## config.mk

```make
export PLATFORM = sky130hd
export DESIGN_NAME = dbus_bridge_flat
export DESIGN_NICKNAME = d
export VERILOG_FILES = /design/src/rtl/dbus_bridge_pkg.sv /design/src/rtl/dbus_bridge_if.sv /design/src/rtl/dbus_bridge_addr_decode.sv /design/src/rtl/dbus_bridge.sv /design/src/flat_wrapper.sv
export SDC_FILE = /design/constraint.sdc
export NUM_CORES = 1
export LEC_CHECK = 0
export ABC_AREA = 1
export CORE_MARGIN = 2
export CORE_UTILIZATION = 40
export CTS_CLUSTER_SIZE = 28
export DETAILED_ROUTE_END_ITERATION = 12
export PLACE_DENSITY = 0.75
export SYNTH_ARGS = -nofsm -noshare
export SYNTH_HDL_FRONTEND = slang
export SYNTH_HIERARCHICAL = 1
export SYNTH_SLANG_ARGS = --single-unit
```

## constraint.sdc

```tcl
create_clock -name clk -period 2.85 [get_ports clk]
set_input_delay 0.57 -clock clk [delete_from_list [all_inputs] [get_ports clk]]
set_output_delay 0.57 -clock clk [all_outputs]
set_load 0.1 [all_outputs]
```

## src/rtl/dbus_bridge_pkg.sv

```systemverilog
// rtl/dbus_bridge_pkg.sv - shared types and constants for the data-bus bridge
package dbus_pkg;

  typedef enum logic [1:0] {
    ST_IDLE,
    ST_MEM,
    ST_WB,
    ST_RESP
  } state_t;

  typedef enum logic [1:0] {
    REG_MEM,
    REG_RSA,
    REG_NONE
  } region_t;

  localparam int          DEF_MEM_BYTES = 32768;
  localparam logic [31:0] DEF_RSA_BASE  = 32'h4000_0000;
  localparam logic [31:0] DEF_RSA_MASK  = 32'hFFFF_F000;
  localparam logic [31:0] ERR_RDATA     = 32'h0;

endpackage

```

## src/rtl/dbus_bridge_if.sv

```systemverilog
// rtl/dbus_bridge_if.sv - CPU, data-memory and Wishbone signals seen by the bridge
interface dbus_bridge_if;

  logic        cpu_req;
  logic [31:0] cpu_addr;
  logic [31:0] cpu_wdata;
  logic [3:0]  cpu_we;
  logic [31:0] cpu_rdata;
  logic        cpu_ready;
  logic        cpu_err;

  logic        mem_en;
  logic [31:0] mem_addr;
  logic [31:0] mem_wdata;
  logic [3:0]  mem_we;
  logic [31:0] mem_rdata;

  logic        wb_cyc_o;
  logic        wb_stb_o;
  logic        wb_we_o;
  logic [3:0]  wb_sel_o;
  logic [31:0] wb_adr_o;
  logic [31:0] wb_dat_o;
  logic [31:0] wb_dat_i;
  logic        wb_ack_i;

  // slave: the bridge itself; master: the CPU plus both targets around it
  modport slave (
    input  cpu_req, cpu_addr, cpu_wdata, cpu_we, mem_rdata, wb_dat_i, wb_ack_i,
    output cpu_rdata, cpu_ready, cpu_err, mem_en, mem_addr, mem_wdata, mem_we,
    output wb_cyc_o, wb_stb_o, wb_we_o, wb_sel_o, wb_adr_o, wb_dat_o
  );

  modport master (
    output cpu_req, cpu_addr, cpu_wdata, cpu_we, mem_rdata, wb_dat_i, wb_ack_i,
    input  cpu_rdata, cpu_ready, cpu_err, mem_en, mem_addr, mem_wdata, mem_we,
    input  wb_cyc_o, wb_stb_o, wb_we_o, wb_sel_o, wb_adr_o, wb_dat_o
  );

endinterface

```

## src/rtl/dbus_bridge_addr_decode.sv

```systemverilog
// rtl/dbus_bridge_addr_decode.sv - combinational byte address to target region decoder
module dbus_addr_decode
  import dbus_pkg::*;
#(
  parameter int          MEM_BYTES = DEF_MEM_BYTES,
  parameter logic [31:0] RSA_BASE  = DEF_RSA_BASE,
  parameter logic [31:0] RSA_MASK  = DEF_RSA_MASK
) (
  input  logic [31:0] i_addr,
  output region_t     o_region
);

  always_comb begin
    o_region = REG_NONE;
    if (i_addr < 32'(MEM_BYTES)) begin
      o_region = REG_MEM;
    end else if ((i_addr & RSA_MASK) == RSA_BASE) begin
      o_region = REG_RSA;
    end
  end

endmodule

```

## src/rtl/dbus_bridge.sv

```systemverilog
// rtl/dbus_bridge.sv - routes CPU loads/stores to data memory or the Wishbone RSA window
module dbus_bridge
  import dbus_pkg::*;
#(
  parameter int          MEM_BYTES   = DEF_MEM_BYTES,
  parameter logic [31:0] RSA_BASE    = DEF_RSA_BASE,
  parameter logic [31:0] RSA_MASK    = DEF_RSA_MASK,
  parameter int          MEM_LATENCY = 1,
  parameter int          WB_TIMEOUT  = 16
) (
  input logic          clk,
  input logic          rst,
  dbus_bridge_if.slave bus
);

  state_t      r_state, w_state;
  logic [15:0] r_cnt, w_cnt;
  logic [3:0]  r_we, w_we;
  logic [31:0] r_cpu_rdata, w_cpu_rdata;
  logic        r_cpu_ready, w_cpu_ready;
  logic        r_cpu_err, w_cpu_err;
  logic        r_mem_en, w_mem_en;
  logic [31:0] r_mem_addr, w_mem_addr;
  logic [31:0] r_mem_wdata, w_mem_wdata;
  logic [3:0]  r_mem_we, w_mem_we;
  logic        r_wb_cyc, w_wb_cyc;
  logic        r_wb_we, w_wb_we;
  logic [3:0]  r_wb_sel, w_wb_sel;
  logic [31:0] r_wb_adr, w_wb_adr;
  logic [31:0] r_wb_dat, w_wb_dat;
  region_t     w_region;

  dbus_addr_decode #(
    .MEM_BYTES (MEM_BYTES),
    .RSA_BASE  (RSA_BASE),
    .RSA_MASK  (RSA_MASK)
  ) u_decode (
    .i_addr   (bus.cpu_addr),
    .o_region (w_region)
  );

  always_comb begin
    w_state     = r_state;
    w_cnt       = r_cnt;
    w_we        = r_we;
    w_cpu_rdata = ERR_RDATA;
    w_cpu_ready = 1'b0;
    w_cpu_err   = 1'b0;
    w_mem_en    = 1'b0;
    w_mem_addr  = r_mem_addr;
    w_mem_wdata = r_mem_wdata;
    w_mem_we    = 4'h0;
    w_wb_cyc    = r_wb_cyc;
    w_wb_we     = r_wb_we;
    w_wb_sel    = r_wb_sel;
    w_wb_adr    = r_wb_adr;
    w_wb_dat    = r_wb_dat;
    case (r_state)
      ST_IDLE: begin
        if (bus.cpu_req) begin
          w_we = bus.cpu_we;
          case (w_region)
            REG_MEM: begin
              w_state     = ST_MEM;
              w_cnt       = 16'(MEM_LATENCY);
              w_mem_en    = 1'b1;
              w_mem_we    = bus.cpu_we;
              w_mem_addr  = bus.cpu_addr;
              w_mem_wdata = bus.cpu_wdata;
            end
            REG_RSA: begin
              w_state  = ST_WB;
              w_cnt    = 16'd0;
              w_wb_cyc = 1'b1;
              w_wb_we  = |bus.cpu_we;
              w_wb_sel = (|bus.cpu_we) ? bus.cpu_we : 4'hF;
              w_wb_adr = bus.cpu_addr;
              w_wb_dat = bus.cpu_wdata;
            end
            default: begin
              w_state     = ST_RESP;
              w_cpu_ready = 1'b1;
              w_cpu_err   = 1'b1;
            end
          endcase
        end
      end
      ST_MEM: begin
        // counter reaching zero means mem_rdata is valid on this edge
        if (r_cnt == 16'd0) begin
          w_cpu_rdata = (r_we == 4'h0) ? bus.mem_rdata : ERR_RDATA;
          w_cpu_ready = 1'b1;
          w_state     = ST_RESP;
        end else begin
          w_cnt = r_cnt - 16'd1;
        end
      end
      ST_WB: begin
        if (bus.wb_ack_i) begin
          w_cpu_rdata = r_wb_we ? ERR_RDATA : bus.wb_dat_i;
          w_cpu_ready = 1'b1;
          w_wb_cyc    = 1'b0;
          w_state     = ST_RESP;
        end else if (r_cnt == 16'(WB_TIMEOUT - 1)) begin
          w_cpu_ready = 1'b1;
          w_cpu_err   = 1'b1;
          w_wb_cyc    = 1'b0;
          w_state     = ST_RESP;
        end else begin
          w_cnt = r_cnt + 16'd1;
        end
      end
      ST_RESP: begin
        w_state = ST_IDLE;
      end
    endcase
  end

  always_ff @(posedge clk or negedge rst) begin
    if (!rst) begin
      r_state     <= ST_IDLE;
      r_cnt       <= 16'd0;
      r_we        <= 4'h0;
      r_cpu_rdata <= 32'h0;
      r_cpu_ready <= 1'b0;
      r_cpu_err   <= 1'b0;
      r_mem_en    <= 1'b0;
      r_mem_addr  <= 32'h0;
      r_mem_wdata <= 32'h0;
      r_mem_we    <= 4'h0;
      r_wb_cyc    <= 1'b0;
      r_wb_we     <= 1'b0;
      r_wb_sel    <= 4'h0;
      r_wb_adr    <= 32'h0;
      r_wb_dat    <= 32'h0;
    end else begin
      r_state     <= w_state;
      r_cnt       <= w_cnt;
      r_we        <= w_we;
      r_cpu_rdata <= w_cpu_rdata;
      r_cpu_ready <= w_cpu_ready;
      r_cpu_err   <= w_cpu_err;
      r_mem_en    <= w_mem_en;
      r_mem_addr  <= w_mem_addr;
      r_mem_wdata <= w_mem_wdata;
      r_mem_we    <= w_mem_we;
      r_wb_cyc    <= w_wb_cyc;
      r_wb_we     <= w_wb_we;
      r_wb_sel    <= w_wb_sel;
      r_wb_adr    <= w_wb_adr;
      r_wb_dat    <= w_wb_dat;
    end
  end

  assign bus.cpu_rdata = r_cpu_rdata;
  assign bus.cpu_ready = r_cpu_ready;
  assign bus.cpu_err   = r_cpu_err;
  assign bus.mem_en    = r_mem_en;
  assign bus.mem_addr  = r_mem_addr;
  assign bus.mem_wdata = r_mem_wdata;
  assign bus.mem_we    = r_mem_we;
  assign bus.wb_cyc_o  = r_wb_cyc;
  assign bus.wb_stb_o  = r_wb_cyc;
  assign bus.wb_we_o   = r_wb_we;
  assign bus.wb_sel_o  = r_wb_sel;
  assign bus.wb_adr_o  = r_wb_adr;
  assign bus.wb_dat_o  = r_wb_dat;

endmodule

```

## src/flat_wrapper.sv

```systemverilog
// flat-port wrapper written by rule: the top's interface ports become plain ports
module dbus_bridge_flat import dbus_pkg::*;
#(
  parameter int          MEM_BYTES   = DEF_MEM_BYTES,
  parameter logic [31:0] RSA_BASE    = DEF_RSA_BASE,
  parameter logic [31:0] RSA_MASK    = DEF_RSA_MASK,
  parameter int          MEM_LATENCY = 1,
  parameter int          WB_TIMEOUT  = 16
)
  (clk, rst, bus_cpu_req, bus_cpu_addr, bus_cpu_wdata, bus_cpu_we, bus_mem_rdata, bus_wb_dat_i, bus_wb_ack_i, bus_cpu_rdata, bus_cpu_ready, bus_cpu_err, bus_mem_en, bus_mem_addr, bus_mem_wdata, bus_mem_we, bus_wb_cyc_o, bus_wb_stb_o, bus_wb_we_o, bus_wb_sel_o, bus_wb_adr_o, bus_wb_dat_o);
  dbus_bridge_if bus_i ();
  input logic clk;
  input logic rst;
  input wire logic [$bits(bus_i.cpu_req)-1:0] bus_cpu_req;
  input wire logic [$bits(bus_i.cpu_addr)-1:0] bus_cpu_addr;
  input wire logic [$bits(bus_i.cpu_wdata)-1:0] bus_cpu_wdata;
  input wire logic [$bits(bus_i.cpu_we)-1:0] bus_cpu_we;
  input wire logic [$bits(bus_i.mem_rdata)-1:0] bus_mem_rdata;
  input wire logic [$bits(bus_i.wb_dat_i)-1:0] bus_wb_dat_i;
  input wire logic [$bits(bus_i.wb_ack_i)-1:0] bus_wb_ack_i;
  output wire logic [$bits(bus_i.cpu_rdata)-1:0] bus_cpu_rdata;
  output wire logic [$bits(bus_i.cpu_ready)-1:0] bus_cpu_ready;
  output wire logic [$bits(bus_i.cpu_err)-1:0] bus_cpu_err;
  output wire logic [$bits(bus_i.mem_en)-1:0] bus_mem_en;
  output wire logic [$bits(bus_i.mem_addr)-1:0] bus_mem_addr;
  output wire logic [$bits(bus_i.mem_wdata)-1:0] bus_mem_wdata;
  output wire logic [$bits(bus_i.mem_we)-1:0] bus_mem_we;
  output wire logic [$bits(bus_i.wb_cyc_o)-1:0] bus_wb_cyc_o;
  output wire logic [$bits(bus_i.wb_stb_o)-1:0] bus_wb_stb_o;
  output wire logic [$bits(bus_i.wb_we_o)-1:0] bus_wb_we_o;
  output wire logic [$bits(bus_i.wb_sel_o)-1:0] bus_wb_sel_o;
  output wire logic [$bits(bus_i.wb_adr_o)-1:0] bus_wb_adr_o;
  output wire logic [$bits(bus_i.wb_dat_o)-1:0] bus_wb_dat_o;
  assign bus_i.cpu_req = bus_cpu_req;
  assign bus_i.cpu_addr = bus_cpu_addr;
  assign bus_i.cpu_wdata = bus_cpu_wdata;
  assign bus_i.cpu_we = bus_cpu_we;
  assign bus_i.mem_rdata = bus_mem_rdata;
  assign bus_i.wb_dat_i = bus_wb_dat_i;
  assign bus_i.wb_ack_i = bus_wb_ack_i;
  assign bus_cpu_rdata = bus_i.cpu_rdata;
  assign bus_cpu_ready = bus_i.cpu_ready;
  assign bus_cpu_err = bus_i.cpu_err;
  assign bus_mem_en = bus_i.mem_en;
  assign bus_mem_addr = bus_i.mem_addr;
  assign bus_mem_wdata = bus_i.mem_wdata;
  assign bus_mem_we = bus_i.mem_we;
  assign bus_wb_cyc_o = bus_i.wb_cyc_o;
  assign bus_wb_stb_o = bus_i.wb_stb_o;
  assign bus_wb_we_o = bus_i.wb_we_o;
  assign bus_wb_sel_o = bus_i.wb_sel_o;
  assign bus_wb_adr_o = bus_i.wb_adr_o;
  assign bus_wb_dat_o = bus_i.wb_dat_o;
  dbus_bridge #(.MEM_BYTES(MEM_BYTES), .RSA_BASE(RSA_BASE), .RSA_MASK(RSA_MASK), .MEM_LATENCY(MEM_LATENCY), .WB_TIMEOUT(WB_TIMEOUT)) u_core (.clk(clk), .rst(rst), .bus(bus_i));
endmodule
```

; Word-level counts from Yosys, hierarchy flattened
; Cells that the tools add are included.
[word_totals]
ff_bits = 195
inputBits = 136
output_inout_bits = 174
wordCells = 85
[op_classes]
add_sub_neg = 2
order_cmp = 1
eq_ne = 14
muxes = 39
reduce_logical = 14
[ops]
columns = op, n
row1 = $mux W32, 4
row2 = $mux W16, 4
row3 = $pmux W32 S2, 1
row4 = $pmux W16 S3, 1
row5 = $lt A32 B16 Y1 const B, 1
row6 = $pmux W16 S2, 1
row7 = $eq A20 B19 Y1 const B, 1
row8 = $add A16 B1 Y16 const B, 1
row9 = $eq A16 B4 Y1 const B, 1
row10 = $logic_not A16 Y1, 1
row11 = $mux W4, 4
row12 = $sub A16 B1 Y16 const B, 1
row13 = $mux W1, 13
row14 = $mux W2, 6
row15 = $ne A2 B2 Y1 const B, 5
row16 = $reduce_and A3 Y1, 3
row17 = $pmux W2 S4, 1
row18 = $reduce_and A6 Y1, 1
row19 = $eq A2 B1 Y1 const B, 2
row20 = $eq A2 B2 Y1 const B, 2
row21 = $logic_not A2 Y1, 2
row22 = $logic_not A4 Y1, 1
row23 = $pmux W1 S2, 2
row24 = $pmux W2 S2, 1
row25 = 10 further kinds, 10

; Longest topological paths before layout
; Gate-level depths: netlist of run 1.
[depth]
word_depth = 8
ltp_mapped = 15

; By module
; The synthesis of run 1 kept the hierarchy.
[modules_own_cells]
columns = mod, n_inst, cells_per_inst, area_each_um2
row1 = dbus_bridge, 1, 972, 8461.9
row2 = dbus_addr_decode, 1, 27, 108.9

; Worst setup path after synthesis of run 1
; No wires, ideal clock.
[synth_path]
kind = register to register
startpoint = reg u_core.r_state[0]
endpoint = reg u_core.r_cnt[15]
arrival_ps = 2194
required_ps = 2733
setup_slack_ps = 539
path_stages_with_launch = 12
cell_sequence = dfrtp_1 inv_1 ha_1 inv_1 ha_1 or2_2 nand3_1 nand2_1 nand2_1 nand3b_1 nand3_1 nand2_1
[synth_via]
elab_chain_cells = 3
elab_cells_between_ends = 11
classes_between = eq/ne (7) / mux (1) / reduce/logical (3)
[synth_rtl]
columns = item, line_no
row1 = from (decl), dbus_bridge.sv:16  ; state_t r_state, w_state;
row2 = from (signal assigned), dbus_bridge.sv:137  ; r_state <= w_state;
row3 = $eq A2 B2 Y1 (tied with other cells), dbus_bridge.sv:58  ; case (r_state)
row4 = $ne A2 B2 Y1 (no line) (tied with other cells), n/a
row5 = $reduce_and A6 Y1 (no line), n/a
row6 = to (signal assigned), dbus_bridge.sv:138  ; r_cnt <= w_cnt;
row7 = to (decl), dbus_bridge.sv:17  ; logic [15:0] r_cnt, w_cnt;
; Several ways; a longest one is shown, not always the timed one.
; A chain may end at the register's enable or synchronous reset.

; Final worst setup path of run 1
[layout_path]
startpoint = reg u_core.r_state[0]
endpoint = reg u_core.r_cnt[13]
; The elaborated chain is that of the path after synthesis.

==> impl_metrics.env, run 1 <==
export IMPL_drc=0
export IMPL_yosysTopAreaCell="dfrtp_1"
export IMPL_rsz0062_at_grt="false"
export IMPL_synth_common_cells="nand2_1 (325), dfrtp_1 (195), o21ai_0 (146)"
export IMPL_hpwl_microns=18100
export IMPL_core_sq_mm=0.0210
export IMPL_fin_area_sq_mm=0.0123
export IMPL_outcome="finished clean"
export IMPL_grt_usage_pct=21.0
export IMPL_initial_core_util_pct=40.8
export IMPL_vias=7578
export IMPL_setup_violations=0
export IMPL_grt_pass1_wl_microns=37200
export IMPL_layout_area_overhead_vs_synth_pct=43.1
export IMPL_dp_cells=1568
export IMPL_rrSetupSlack_ns=0.33
export IMPL_cts_root_buf="clkbuf_16"
export IMPL_numCtsBuffers=17
export IMPL_period_share_pct=88.3
export IMPL_place_area_sq_mm=0.0116
export IMPL_synth_top_area_share_pct=56.9
export IMPL_grt_max_degree=79
export IMPL_dieArea_sq_mm=0.0226
export IMPL_via_per_inst=4.73
export IMPL_worstReg2RegStart="u_core/r_state[0]$_DFFE_PN0P_"
export IMPL_p_leak_nw=6.38
export IMPL_synth_seq_cells=195
export IMPL_fmaxAchievable_mhz=398
export IMPL_relSlewSlack_pct=59.1
export IMPL_synthTopCellsByArea="dfrtp_1 (57%), nand2_1 (14%), o21ai_0 (8.5%)"
export IMPL_synth_most_common_cell="nand2_1"
export IMPL_start_kind="flop"
export IMPL_power_density_mw_per_mm2=795
export IMPL_syn_num_nets=1158
export IMPL_reg2reg_to="u_core/r_cnt[13]$_DFFE_PN0P_"
export IMPL_drt_initial_drc_count=344
export IMPL_post_cts_repair_setup_buffers=0
export IMPL_ys_flop_type="dfrtp_1"
export IMPL_syn_mean_instance_area_sq_um=8.58
export IMPL_num_rows=53
export IMPL_setup_slack_ns=0.334
export IMPL_finalHoldViolCount=0
export IMPL_routed_wl_microns=24100
export IMPL_first_pass_iters=5
export IMPL_detail_route_antenna_nets=0
export IMPL_power_total_mw=9.75
export IMPL_setup_tns_ns=0
export IMPL_vdd_drop_max_v=0.000464
export IMPL_cts_htree_levels=4
export IMPL_crit_type="reg -> reg"
export IMPL_instances_no_fill=1601
export IMPL_port_buffers=309
export IMPL_synth_edf_count=0
export IMPL_die_w_microns=150
export IMPL_ys_async_sr_fraction_pct=100
export IMPL_num_nets_final=1471
export IMPL_min_period_ns=2.52
export IMPL_die_y_microns=150
export IMPL_drive_gt1_share_pct=18.5
export IMPL_seqCellArea_sq_mm=0.00488
export IMPL_multi_input_area_sq_mm=0.00305
export IMPL_worst_slew_pin_transition_ns=0.614
export IMPL_seq_area_frac_synth_pct=56.9
export IMPL_synth_warning_count=6
export IMPL_crit_path_end_kind="flop"
export IMPL_hp_class="in -> async"
export IMPL_cts_buffer_depth=2
export IMPL_path_max_fanout=11
export IMPL_hold_slack_ns=0.143
export IMPL_syn_area_sq_mm=0.00857
export IMPL_cts_num_sinks=195
export IMPL_routedWlPerCell_microns=15.0
export IMPL_cts_tree="built"
export IMPL_crit_arrival_ns=2.84
export IMPL_fin_worst_skew_ns=0.0173
export IMPL_reg2regPathDepth=13
export IMPL_grt_pass1_vias=7503
export IMPL_antenna_found_initial=1
export IMPL_post_route_util_pct=58.4
export IMPL_clkSlewWorstSetupHoldPaths_ns=0.07
export IMPL_crit_required_ns=3.18
export IMPL_drv_cap=0
export IMPL_grt_overflow=0
export IMPL_clkLatencyLatePin_ns=0.44
export IMPL_cts_resized=0
export IMPL_globalplace_congestion=0.870
export IMPL_report_final_slew_viol_count=0
export IMPL_netlist_instances=999
export IMPL_num_fill_cells=1885
export IMPL_cts_hold_buf=0
export IMPL_synth_cell_types=30
export IMPL_dp_slack_ns=0.195
export IMPL_ios=310
sequential cells by signal, indices dropped and copies added, names as in the netlist:
name / cells
u_core/bus.cpu_ready: 1
u_core/bus.wb_adr_o: 32
u_core/bus.mem_we: 4
u_core/bus.mem_en: 1
u_core/bus.mem_wdata: 32
u_core/bus.wb_cyc_o: 1
u_core/bus.mem_addr: 32
u_core/r_we: 4
u_core/bus.cpu_rdata: 32
u_core/bus.wb_sel_o: 4
u_core/r_cnt: 16
u_core/bus.wb_we_o: 1
u_core/bus.cpu_err: 1
u_core/bus.wb_dat_o: 32
u_core/r_state: 2
kinds of logic (layout without fill, tap and decap cells):
logic type / count (synthesis) / in the layout / synth area share (%)
AOI/OAI and AO/OA: 196 / 196 / 11.5
xor gates and xnor gates: 8 / 8 / 0.818
adders and majority gates: 23 / 23 / 3.45
buffers and inverters: 159 / 485 / 7.62
DFF: 195 / 195 / 56.9
other: 0 / 1 / 0
and+or+nand+nor: 418 / 418 / 19.6
power breakdown:
part / switching [mW] / internal (mW)
Sequential: 0.158 / 2.99
Combinational: 2.67 / 1.36
Clock: 1.26 / 1.31
Total: 4.09 / 5.66
layer usage:
layer  GRT usage, %  routed length [microns]  vias to the layer above
li1               -                        -                     3745
met1           25.1                     9870                     3536
met2           35.4                    11500                      273
met3           7.15                     2260                       24
met4           7.12                      489                        0
met5              0                        0                        -
layout make-up:
class	instances	area share [%]
flip-flops and latches	195	39.8
multi-input cells	645	24.8
repair buffers	333	23.7
inverters	120	3.68
clock buffers	17	3.47
well taps	275	2.80
clock inverters	15	1.73
diodes	1	0.0204
worst max-delay path by stage:
stage	start	to	slack, ns	cells past startpoint
detailed placement	bus_cpu_addr[29]	u_core/r_cnt[7]$_DFFE_PN0P_	0.20	14
CTS	u_core/r_state[0]$_DFFE_PN0P_	u_core/r_cnt[14]$_DFFE_PN0P_	0.37	13
floorplan	u_core/r_state[0]$_DFFE_PN0P_	u_core/r_cnt[15]$_DFFE_PN0P_	0.54	11
finish	u_core/r_state[0]$_DFFE_PN0P_	u_core/r_cnt[13]$_DFFE_PN0P_	0.33	13
global placement	bus_cpu_addr[29]	u_core/r_cnt[7]$_DFFE_PN0P_	0.27	14
global route	u_core/r_state[0]$_DFFE_PN0P_	u_core/r_cnt[15]$_DFFE_PN0P_	0.13	13
cell usage in the layout, fill, tap and decap left out, types with 5 or more instances in the layout:
cell type	instances
a21oi_1	46
buf_12	5
buf_4	193
clkbuf_16	17
clkdlybuf4s50_1	134
dfrtp_1	195
ha_1	22
inv_1	118
inv_8	6
nand2_1	324
nand3_1	20
nand3b_1	5
nor2_1	48
o21ai_0	146
xnor2_1	6
critical path: stages, from the launching register on:
cell,delay [ns]
dfrtp_1,0.42
inv_1,0.12
ha_1,0.21
inv_1,0.23
buf_4,0.25
ha_1,0.35
nand2_1,0.12
nor2_1,0.24
and2_1,0.16
nand2_1,0.06
nand2_1,0.07
nand2_1,0.05
nand3_1,0.08
nand2_1,0.05
(Power assumes the default switching activity.)
==> inputs of run 2 (changes only) <==
--- a/config.mk
+++ b/config.mk
@@ -6,6 +6,7 @@
 export NUM_CORES = 1
 export LEC_CHECK = 0
 export ABC_AREA = 1
+export CORE_ASPECT_RATIO = 1.75
 export CORE_MARGIN = 2
 export CORE_UTILIZATION = 40
 export CTS_CLUSTER_SIZE = 28
==> run 2 against run 1 <==
Wire length up 2.9%. Power down 1.5%. Core utilization down 0.21 points. Die area up 0.20%. Largest power group unchanged. Fmax down 2.2%. Sequential power about the same. Cell area down 0.78%.
==> impl_metrics.env, run 2 (synthesis gave the netlist of run 1 again) <==
export IMPL_outcome="finished clean"
export IMPL_num_rows=70
export IMPL_seqCellArea_sq_mm=0.00488
export IMPL_start_kind="flop"
export IMPL_hp_class="in -> async"
export IMPL_grt_overflow=0
export IMPL_final_common_cell="nand2_1"
export IMPL_num_nets_final=1465
export IMPL_first_pass_iters=5
export IMPL_dieArea_sq_mm=0.0227
export IMPL_crit_arrival_ns=2.89
export IMPL_clkLatencyLatePin_ns=0.43
export IMPL_crit_required_ns=3.17
export IMPL_rrSetupSlack_ns=0.28
export IMPL_num_fill_cells=1870
export IMPL_via_per_inst=4.78
export IMPL_grt_pass1_vias=7543
export IMPL_setup_violations=0
export IMPL_cts_htree_levels=4
export IMPL_post_route_util_pct=58.2
export IMPL_fin_worst_skew_ns=0.00881
export IMPL_finalHoldViolCount=0
export IMPL_die_y_microns=198
export IMPL_antenna_cells=0
export IMPL_cts_num_sinks=195
export IMPL_reg2reg_to="u_core/r_cnt[14]$_DFFE_PN0P_"
export IMPL_globalplace_congestion=0.885
export IMPL_cts_buffer_depth=2
export IMPL_rsz0062_at_grt="false"
export IMPL_detail_route_antenna_nets=0
export IMPL_post_cts_repair_setup_buffers=0
export IMPL_p_int_mw=5.76
export IMPL_power_switching_mw=3.85
export IMPL_final_cell_mix="nand2_1 (324), dfrtp_1 (195), buf_4 (187)"
export IMPL_drive_gt1_share_pct=18.0
export IMPL_worstReg2RegStart="u_core/r_state[0]$_DFFE_PN0P_"
export IMPL_drt_initial_drc_count=383
export IMPL_fmaxAchievable_mhz=389
export IMPL_cts_tree="built"
export IMPL_clkPwrFrac_pct=26.1
export IMPL_min_period_ns=2.57
export IMPL_path_max_fanout=8
export IMPL_initial_core_util_pct=40.9
export IMPL_ios=310
export IMPL_vias=7505
export IMPL_dp_cells=1539
export IMPL_routedWlPerCell_microns=15.8
export IMPL_relSlewSlack_pct=52.3
export IMPL_setup_slack_ns=0.277
export IMPL_reg2regPathDepth=13
export IMPL_crit_type="reg -> reg"
export IMPL_power_density_mw_per_mm2=789
export IMPL_worst_slew_pin_transition_ns=0.714
export IMPL_switching_share_pct=40.0
export IMPL_routed_wl_microns=24800
export IMPL_fin_area_sq_mm=0.0122
export IMPL_cts_resized=0
export IMPL_cts_root_buf="clkbuf_16"
export IMPL_report_final_slew_viol_count=0
export IMPL_drv_cap=0
export IMPL_layout_area_overhead_vs_synth_pct=42.0
export IMPL_port_buffers=309
export IMPL_multi_input_area_sq_mm=0.00305
export IMPL_crit_path_end_kind="flop"
export IMPL_clkSlewWorstSetupHoldPaths_ns=0.07
export IMPL_dp_slack_ns=0.0455
export IMPL_pwr_share_seq_pct=32.7
export IMPL_setup_tns_ns=0
export IMPL_power_total_mw=9.61
export IMPL_die_w_microns=115
export IMPL_antenna_found_initial=1
export IMPL_vdd_drop_max_v=0.000423
export IMPL_instances_no_fill=1571
export IMPL_pwr_share_comb_pct=41.2
export IMPL_core_sq_mm=0.0209
export IMPL_crit_start="u_core/r_state[0]$_DFFE_PN0P_"
export IMPL_numCtsBuffers=17
export IMPL_critPathCapture="u_core/r_cnt[14]$_DFFE_PN0P_"
export IMPL_cts_hold_buf=0
export IMPL_place_area_sq_mm=0.0116
export IMPL_period_share_pct=90.3
export IMPL_hpwl_microns=18800
export IMPL_grt_max_degree=87
export IMPL_p_leak_nw=6.34
export IMPL_grt_pass1_wl_microns=38600
export IMPL_grt_usage_pct=22.0
export IMPL_drc=0
export IMPL_hold_slack_ns=0.168
==> run 2: cell count changes in the layout (fill, tap and decap cells not counted), sizes merged <==
| cell | previous run | this run |
|---|---|---|
| bufinv | 1 | 3 |
| inv | 130 | 120 |
| diode | 1 | 0 |
| clkbuf | 18 | 23 |
| clkinvlp | 0 | 2 |
| buf | 198 | 192 |
| clkinv | 4 | 5 |
==> run 2: worst max-delay path: stages, from the launching register on <==
cell     delay (ns)
dfrtp_1        0.42
inv_1          0.12
ha_1           0.30
inv_1          0.10
buf_4          0.18
ha_1           0.36
inv_1          0.10
nor3_1         0.33
and2_1         0.18
nand2_1        0.11
nand2_1        0.09
nand2_1        0.05
nand3_1        0.08
nand2_1        0.05
==> run 2: worst min path at each step <==
| stage | from | to | slack, ns | cells after the start |
|---|---|---|---|---|
| final | rst | u_core/bus.mem_addr[22]$_DFFE_PN0P_ | 0.17 | 1 |
| after global routing | rst | u_core/bus.mem_addr[14]$_DFFE_PN0P_ | 0.19 | 1 |
| after CTS | rst | u_core/bus.mem_addr[6]$_DFFE_PN0P_ | 0.18 | 1 |
| after detailed placement | u_core/bus.wb_adr_o[15]$_DFFE_PN0P_ | u_core/bus.wb_adr_o[15]$_DFFE_PN0P_ | 0.47 | 2 |
| after global placement | u_core/bus.wb_adr_o[16]$_DFFE_PN0P_ | u_core/bus.wb_adr_o[16]$_DFFE_PN0P_ | 0.47 | 2 |
| after floorplan | rst | u_core/bus.cpu_err$_DFF_PN0_ | 0.27 | 0 |
==> run 2: cell type report <==
type | instances | area share (%)
repair buffers | 327 | 23.5
clock inverters | 10 | 1.19
well taps | 252 | 2.59
clock buffers | 22 | 3.90
inverters | 120 | 3.71
flip-flops and latches | 195 | 40.1
multi-input cells | 645 | 25.0
==> run 2: layer usage <==
layer | vias up | global-route usage (%) | part of all wire (%)
li1 | 3732 | - | -
met5 | - | 0 | 0.052
met1 | 3443 | 24.9 | 37
met3 | 58 | 5.22 | 6.5
met4 | 2 | 10.3 | 4.0
met2 | 270 | 38.6 | 52
==> run 2: power by group through the flow <==
stage | combinational, mW | sequential (mW) | clock [mW]
finish | 3.96 | 3.14 | 2.51
global placement | 3.89 | 3.19 | 0
global route | 4.44 | 3.17 | 2.69
CTS | 3.96 | 3.14 | 2.58
floorplan | 2.30 | 3.73 | 0
detailed placement | 3.95 | 3.19 | 0
